**config.mk**
```make
export PLATFORM = sky130hd
export DESIGN_NAME = amber_regcr_rev_flat
export DESIGN_NICKNAME = d
export VERILOG_FILES = /design/src/rtl/amber_regcr_rev_if.sv /design/src/rtl/amber_regcr_rev.sv /design/src/flat_wrapper.sv
export SDC_FILE = /design/constraint.sdc
export NUM_CORES = 2
export LEC_CHECK = 0
export CAP_MARGIN = 30
export CORE_AREA = 2 2 336 255
export CTS_BUF_LIST = sky130_fd_sc_hd__clkbuf_8
export DETAILED_ROUTE_END_ITERATION = 10
export DIE_AREA = 0 0 338 257
export DONT_BUFFER_PORTS = 1
export PLACE_DENSITY = 0.85
export SLEW_MARGIN = 20
export SYNTH_ARGS = -nofsm -noshare
export SYNTH_HDL_FRONTEND = slang
export SYNTH_SLANG_ARGS = --single-unit
```
**constraint.sdc**
```tcl
create_clock -name iw_clk -period 29.9 [get_ports iw_clk]
set_clock_uncertainty 0.05 [all_clocks]
set_input_delay 7.475 -clock iw_clk [delete_from_list [all_inputs] [get_ports iw_clk]]
set_output_delay 7.475 -clock iw_clk [all_outputs]
set_load 0.03 [all_outputs]
```
**src/rtl/amber_regcr_rev_if.sv**
```systemverilog
// rtl/amber_regcr_rev_if.sv - read/write/revocation bus of the amber capability register file
interface amber_regcr_rev_if #(
  parameter int NUM_CR = 4,
  parameter int NUM_RD = 2,
  parameter int ADDR_W = 48,
  parameter int PERM_W = 24,
  parameter int ATTR_W = 24
);
  localparam int IDX_W = $clog2(NUM_CR);
  localparam int CAP_W = 3*ADDR_W + PERM_W + ATTR_W + 1;

  logic [NUM_RD*IDX_W-1:0] iw_rd_idx;
  logic [NUM_RD*CAP_W-1:0] ow_rd_cap;
  logic                    iw_wr_en;
  logic [IDX_W-1:0]        iw_wr_idx;
  logic [5:0]              iw_wr_mask;
  logic [CAP_W-1:0]        iw_wr_cap;
  logic                    iw_rev_start;
  logic [ADDR_W-1:0]       iw_rev_lo;
  logic [ADDR_W-1:0]       iw_rev_hi;
  logic                    ow_rev_busy;
  logic                    ow_rev_done;
  logic [IDX_W:0]          ow_rev_count;

  modport master (
    output iw_rd_idx, iw_wr_en, iw_wr_idx, iw_wr_mask, iw_wr_cap,
           iw_rev_start, iw_rev_lo, iw_rev_hi,
    input  ow_rd_cap, ow_rev_busy, ow_rev_done, ow_rev_count
  );

  modport slave (
    input  iw_rd_idx, iw_wr_en, iw_wr_idx, iw_wr_mask, iw_wr_cap,
           iw_rev_start, iw_rev_lo, iw_rev_hi,
    output ow_rd_cap, ow_rev_busy, ow_rev_done, ow_rev_count
  );
endinterface

```
**src/rtl/amber_regcr_rev.sv**
```systemverilog
// rtl/amber_regcr_rev.sv - capability register file with masked write, read bypass and revocation sweep
module amber_regcr_rev #(
  parameter int NUM_CR   = 4,
  parameter int NUM_RD   = 2,
  parameter int ADDR_W   = 48,
  parameter int PERM_W   = 24,
  parameter int ATTR_W   = 24,
  parameter bit ROOT_CR0 = 1'b1
) (
  input  logic             iw_clk,
  input  logic             iw_rst,
  amber_regcr_rev_if.slave bus
);
  localparam int IDX_W = $clog2(NUM_CR);
  localparam int CNT_W = IDX_W + 1;
  localparam int CAP_W = 3*ADDR_W + PERM_W + ATTR_W + 1;
  localparam int TAG_B = CAP_W - 1;

  localparam logic [CAP_W-1:0] ROOT_CAP = {1'b1, {ATTR_W{1'b0}}, {PERM_W{1'b1}},
                                           {ADDR_W{1'b0}}, {ADDR_W{1'b1}}, {ADDR_W{1'b0}}};

  typedef enum logic [1:0] {S_IDLE, S_SCAN, S_DONE} state_t;

  state_t             state_q, state_d;
  logic [IDX_W-1:0]   idx_q, idx_d;
  logic [ADDR_W-1:0]  lo_q, lo_d, hi_q, hi_d;
  logic [CNT_W-1:0]   count_q, count_d;
  logic [CAP_W-1:0]   cap_q [NUM_CR];
  logic [CAP_W-1:0]   cap_d [NUM_CR];

  logic [CAP_W-1:0]   wr_fmask;
  logic [ADDR_W-1:0]  scan_base;
  logic               scan_tag;
  logic               scan_hit;
  logic               wr_tag_same;
  logic               clear_en;

  assign wr_fmask = {bus.iw_wr_mask[5], {ATTR_W{bus.iw_wr_mask[4]}}, {PERM_W{bus.iw_wr_mask[3]}},
                     {ADDR_W{bus.iw_wr_mask[2]}}, {ADDR_W{bus.iw_wr_mask[1]}},
                     {ADDR_W{bus.iw_wr_mask[0]}}};

  // The sweep always compares against stored (pre-write) base and tag.
  assign scan_base   = cap_q[idx_q][ADDR_W-1:0];
  assign scan_tag    = cap_q[idx_q][TAG_B];
  assign scan_hit    = (state_q == S_SCAN) && scan_tag && (scan_base >= lo_q) && (scan_base < hi_q);
  assign wr_tag_same = bus.iw_wr_en && bus.iw_wr_mask[5] && (bus.iw_wr_idx == idx_q);
  assign clear_en    = scan_hit && !wr_tag_same;

  always_comb begin
    state_d = state_q;
    idx_d   = idx_q;
    lo_d    = lo_q;
    hi_d    = hi_q;
    count_d = count_q;
    unique case (state_q)
      S_IDLE: begin
        if (bus.iw_rev_start) begin
          state_d = S_SCAN;
          idx_d   = '0;
          lo_d    = bus.iw_rev_lo;
          hi_d    = bus.iw_rev_hi;
          count_d = '0;
        end
      end
      S_SCAN: begin
        idx_d = idx_q + IDX_W'(1);
        if (clear_en && (count_q != CNT_W'(NUM_CR))) begin
          count_d = count_q + CNT_W'(1);
        end
        if (idx_q == IDX_W'(NUM_CR - 1)) begin
          state_d = S_DONE;
        end
      end
      S_DONE:  state_d = S_IDLE;
      default: state_d = S_IDLE;
    endcase
  end

  always_comb begin
    for (int i = 0; i < NUM_CR; i++) begin
      cap_d[i] = cap_q[i];
      if (bus.iw_wr_en && (bus.iw_wr_idx == IDX_W'(i))) begin
        cap_d[i] = (cap_q[i] & ~wr_fmask) | (bus.iw_wr_cap & wr_fmask);
      end
      if (clear_en && (idx_q == IDX_W'(i))) begin
        cap_d[i][TAG_B] = 1'b0;
      end
    end
  end

  always_ff @(posedge iw_clk or posedge iw_rst) begin
    if (iw_rst) begin
      state_q <= S_IDLE;
      idx_q   <= '0;
      lo_q    <= '0;
      hi_q    <= '0;
      count_q <= '0;
      for (int i = 0; i < NUM_CR; i++) begin
        cap_q[i] <= ((i == 0) && ROOT_CR0) ? ROOT_CAP : '0;
      end
    end else begin
      state_q <= state_d;
      idx_q   <= idx_d;
      lo_q    <= lo_d;
      hi_q    <= hi_d;
      count_q <= count_d;
      for (int i = 0; i < NUM_CR; i++) begin
        cap_q[i] <= cap_d[i];
      end
    end
  end

  assign bus.ow_rev_busy  = (state_q == S_SCAN);
  assign bus.ow_rev_done  = (state_q == S_DONE);
  assign bus.ow_rev_count = count_q;

  // Masked fields of a same-cycle write to the read index come straight from the write bus.
  for (genvar p = 0; p < NUM_RD; p++) begin : g_rd
    logic [IDX_W-1:0] ridx;
    logic [CAP_W-1:0] bmask;
    assign ridx  = bus.iw_rd_idx[p*IDX_W +: IDX_W];
    assign bmask = (bus.iw_wr_en && (bus.iw_wr_idx == ridx)) ? wr_fmask : '0;
    assign bus.ow_rd_cap[p*CAP_W +: CAP_W] = ({1'b0, ridx} < CNT_W'(NUM_CR))
        ? ((cap_q[ridx] & ~bmask) | (bus.iw_wr_cap & bmask)) : '0;
  end
endmodule

```
**src/flat_wrapper.sv**
```systemverilog
// flat-port wrapper written by rule: the top's interface ports become plain ports
module amber_regcr_rev_flat 
#(
  parameter int NUM_CR   = 4,
  parameter int NUM_RD   = 2,
  parameter int ADDR_W   = 48,
  parameter int PERM_W   = 24,
  parameter int ATTR_W   = 24,
  parameter bit ROOT_CR0 = 1'b1
)
  (iw_clk, iw_rst, bus_iw_rd_idx, bus_iw_wr_en, bus_iw_wr_idx, bus_iw_wr_mask, bus_iw_wr_cap, bus_iw_rev_start, bus_iw_rev_lo, bus_iw_rev_hi, bus_ow_rd_cap, bus_ow_rev_busy, bus_ow_rev_done, bus_ow_rev_count);
  amber_regcr_rev_if #(.NUM_CR(NUM_CR), .NUM_RD(NUM_RD), .ADDR_W(ADDR_W), .PERM_W(PERM_W), .ATTR_W(ATTR_W)) bus_i ();
  input  logic iw_clk;
  input  logic iw_rst;
  input wire logic [$bits(bus_i.iw_rd_idx)-1:0] bus_iw_rd_idx;
  input wire logic [$bits(bus_i.iw_wr_en)-1:0] bus_iw_wr_en;
  input wire logic [$bits(bus_i.iw_wr_idx)-1:0] bus_iw_wr_idx;
  input wire logic [$bits(bus_i.iw_wr_mask)-1:0] bus_iw_wr_mask;
  input wire logic [$bits(bus_i.iw_wr_cap)-1:0] bus_iw_wr_cap;
  input wire logic [$bits(bus_i.iw_rev_start)-1:0] bus_iw_rev_start;
  input wire logic [$bits(bus_i.iw_rev_lo)-1:0] bus_iw_rev_lo;
  input wire logic [$bits(bus_i.iw_rev_hi)-1:0] bus_iw_rev_hi;
  output wire logic [$bits(bus_i.ow_rd_cap)-1:0] bus_ow_rd_cap;
  output wire logic [$bits(bus_i.ow_rev_busy)-1:0] bus_ow_rev_busy;
  output wire logic [$bits(bus_i.ow_rev_done)-1:0] bus_ow_rev_done;
  output wire logic [$bits(bus_i.ow_rev_count)-1:0] bus_ow_rev_count;
  assign bus_i.iw_rd_idx = bus_iw_rd_idx;
  assign bus_i.iw_wr_en = bus_iw_wr_en;
  assign bus_i.iw_wr_idx = bus_iw_wr_idx;
  assign bus_i.iw_wr_mask = bus_iw_wr_mask;
  assign bus_i.iw_wr_cap = bus_iw_wr_cap;
  assign bus_i.iw_rev_start = bus_iw_rev_start;
  assign bus_i.iw_rev_lo = bus_iw_rev_lo;
  assign bus_i.iw_rev_hi = bus_iw_rev_hi;
  assign bus_ow_rd_cap = bus_i.ow_rd_cap;
  assign bus_ow_rev_busy = bus_i.ow_rev_busy;
  assign bus_ow_rev_done = bus_i.ow_rev_done;
  assign bus_ow_rev_count = bus_i.ow_rev_count;
  amber_regcr_rev #(.NUM_CR(NUM_CR), .NUM_RD(NUM_RD), .ADDR_W(ADDR_W), .PERM_W(PERM_W), .ATTR_W(ATTR_W), .ROOT_CR0(ROOT_CR0)) u_core (.iw_clk(iw_clk), .iw_rst(iw_rst), .bus(bus_i));
endmodule
```
==> metrics.md <==
| Metric | Value |
|---|---|
| DRT Wirelength | `~130000 um` |
| Post-synth ARST share | `between 90% and 100%` |
| Vias in the first global route | `32082` |
| Post-DRT Antenna Nets | `0` |
| Die X | `between 300 and 400 um` |
| #FFs+latches synth | `875` |
| Syn-to-layout area delta | `7.824%` |
| Endpoints failing setup | `0` |
| Largest net degree at the start of global routing | `a little under 200` |
| Hpwl dp | `~84000 um` |
| Post-CTS Repair Setup Buffers | `0` |
| Crit path required time | `between 20000 and 25000 ps` |
| Clock period minus worst slack | `approximately 17000 ps` |
| FP Rows | `92` |
| CP Capture Point | `bus_ow_rd_cap[36]` |
| Total GRT Usage | `30.25%` |
| Max_cap viols | `0` |
| Clk root buf | `clkbuf_8` |
| Final Max Slew Viols | `0` |
| Detailed router's first-iteration violation count | `approximately 2400` |
| Fill cells | `between 5000 and 6000` |
| Setup Crit Path Kind | `in -> out` |
| Layout Nets | `around 3700` |
| Via density | `just under 7` |
| Worst R2R End | `u_core.bus.ow_rev_count[2]` |
| CP max stage delay | `610 ps` |
| Die area | `roughly 87000 um^2` |
| Initial antenna violation count | `7` |
| Crit path launch | `bus_iw_rd_idx[0]` |
| Top-count cell post-synth | `mux2_2` |
| R2r startpoint | `u_core.idx_q[1]` |
| Reg area | `roughly 22000 um^2` |
| RSZ-0062 raised after global routing | `false` |
| Crit-path slowest cell | `mux2_2` |
| Worst vdd ir | `between 0.06 and 0.07 mV` |
| Fin Setup TNS | `0 ps` |
| Reg clk slew, reported paths | `around 60 ps` |
| H-tree levels | `4` |
| Non-Filler Instances | `between 4000 and 5000` |
| Fraction of the yosys area taken by sequential cells | `between 40% and 50%` |
| DRC viols | `0` |
| Final worst slack | `about 13000 ps` |
| Hold Fails Final Rpt | `0` |
| Worst Path Arrival | `between 9000 and 10000 ps` |
| Status | `completed` |
| Synthesis warning total | `0` |
| Leakage | `between 20 and 25 nW` |
| IO Port Bufs | `0` |
| DP Worst Slack | `12930 ps` |
| Max Fclk | `just under 60 MHz` |
| Pwr dens | `83.51 nW/um^2` |
| Chip Height | `~260 um` |
| Worst-path maximum fanout | `about 190` |
| CTS tree | `built` |
| Synth area leaders | `dfrtp_1, mux2_2, mux4_2` |
| Syn nets | `between 3000 and 4000` |
| EDFF count, synth | `0` |
| Average size of a mapped cell | `14.86 um^2` |
| Multi-input combinational cell area | `roughly 26000 um^2` |
| IO Pins | `between 600 and 700` |
| Post-CTS sizing | `0` |
| WL/cell | `just under 30 um` |
| Worst Hold Class | `reg -> reg` |
| Max clock buf depth | `3` |
| Final worst path period share | `between 50% and 60%` |
| Share of cells above drive strength 1 | `a little under three fifths` |
| Synth Flop Type | `dfrtp_1` |
| Synth cell count leaders | `mux2_2, dfrtp_1, mux4_2, nand2_1, clkbuf_1` |
| Synth area leader | `dfrtp_1` |
| Mapped Cells | `around 3300` |
| Layout Utilization | `about 64%` |
| Vias | `about 31000` |
| Worst R2R Path Depth | `10` |
| FF-to-FF setup slack | `about 25000 ps` |
| Clock latency at the later pin of the worst-skew pair | `roughly 790 ps` |
| Initial core utilization | `59.50%` |
| TritonRoute pass-1 iters | `5` |
| TritonCTS Sinks | `just under 900` |
| Core area | `83460 um^2` |
| Num CTS Buffers | `approximately 140` |
| Max-slew headroom | `between 30% and 40%` |
| Post-Syn Area | `a little under 50000 um^2` |
| Startpoint types | `input port` |
| GRT Residual Overflow | `0` |
| Yosys cell types | `54` |
| Gp weighted congestion | `between 0.8 and 0.9` |
| Hold-fix buffers, CTS | `0` |
| Post-synth top area share | `40.42%` |
| Worst path cell trace | `xnor2_1 -> and3_1 -> nand2_4 -> mux2_2` |
| Slew @ Worst Pin | `between 900 and 1000 ps` |
| First-pass GRT wire length | `about 200000 um` |
| Placed insts | `roughly 4300` |
| Crit path capture type | `primary output` |
==> routing by layer <==
layer	wire, um	up-vias	global-route usage (%)
met5	7	-	0
met4	5441	2	12.93
met3	9958	296	7.174
met2	63010	1290	46.53
met1	53170	16339	41.56
li1	-	12757	-
==> kinds of logic (layout without fill, tap and decap cells) <==
family          count (synthesis)  count (layout)  synth area share, %
compound gates                186             186                2.187
simple gates                  230             230                2.086
buf+inv                       348             403                2.774
mux                          1596            1596                46.02
flops                         875             875                44.28
other cells                     0               5                    0
fa+ha+maj                     101             101                2.545
xor+xnor                        6               6               0.1058
==> stage by stage <==
stage	total power [mW]	cell area, um^2	hold WS [ps]
floorplan	3.067	49660	437.1
global placement	3.343	50470	447.7
detailed placement	3.419	50560	456.1
CTS	4.476	53420	471.8
global route	4.697	53530	480.6
finish	4.471	53540	471.4
==> final cells by class <==
type	count	share of cell area, %
diodes	5	0.02337
clock buffers	177	4.550
clock inverters	74	0.7922
inverters	102	0.7221
multi-input cells	2119	49.20
flip-flops and latches	875	41.08
well taps	1128	2.636
repair buffers	50	0.9955
==> cell usage in the layout (no fill, tap or decap), types with 4 or more instances in the layout <==
cell type  count
mux2_2      1156
dfrtp_1      800
mux4_2       434
clkbuf_8     177
inv_1        151
nand2_1      138
o21ai_0      106
ha_1         101
dfstp_2       73
buf_4         39
a21oi_1       38
nand4_1       17
nand2_2       14
nor2_1        12
clkinv_2      10
nand3_1        9
a21o_1         9
nand2b_1       7
xnor2_1        6
mux2i_1        6
inv_6          6
diode_2        5
o211ai_1       5
buf_16         5
and3_1         4
a21boi_0       4
nor3_1         4
and4_1         4
clkinv_8       4
buf_12         4
==> worst max-delay path, delay by kind of cell <==
| family | cells | cell delay (ps) |
|---|---|---|
| xor+xnor | 1 | 300 |
| simple gates | 2 | 1050 |
| mux | 1 | 610 |
==> power breakdown <==
group | internal [mW] | switching [mW]
Clock | 0.547 | 0.504
Combinational | 0.764 | 0.928
Sequential | 1.50 | 0.227
Total | 2.81 | 1.66
==> how the worst min path moves through the flow <==
stage	depth (start not counted)	start	slack, ps	endpoint
2_1_floorplan	1	u_core.hi_q[0]	440	u_core.hi_q[0]
3_3_place_gp	1	u_core.lo_q[0]	450	u_core.lo_q[0]
3_5_place_dp	1	u_core.hi_q[0]	460	u_core.hi_q[0]
4_1_cts	1	flip-flop	470	flip-flop
5_1_grt	1	flip-flop	480	flip-flop
6_report	1	flip-flop	470	flip-flop
(Power assumes the default switching activity.)
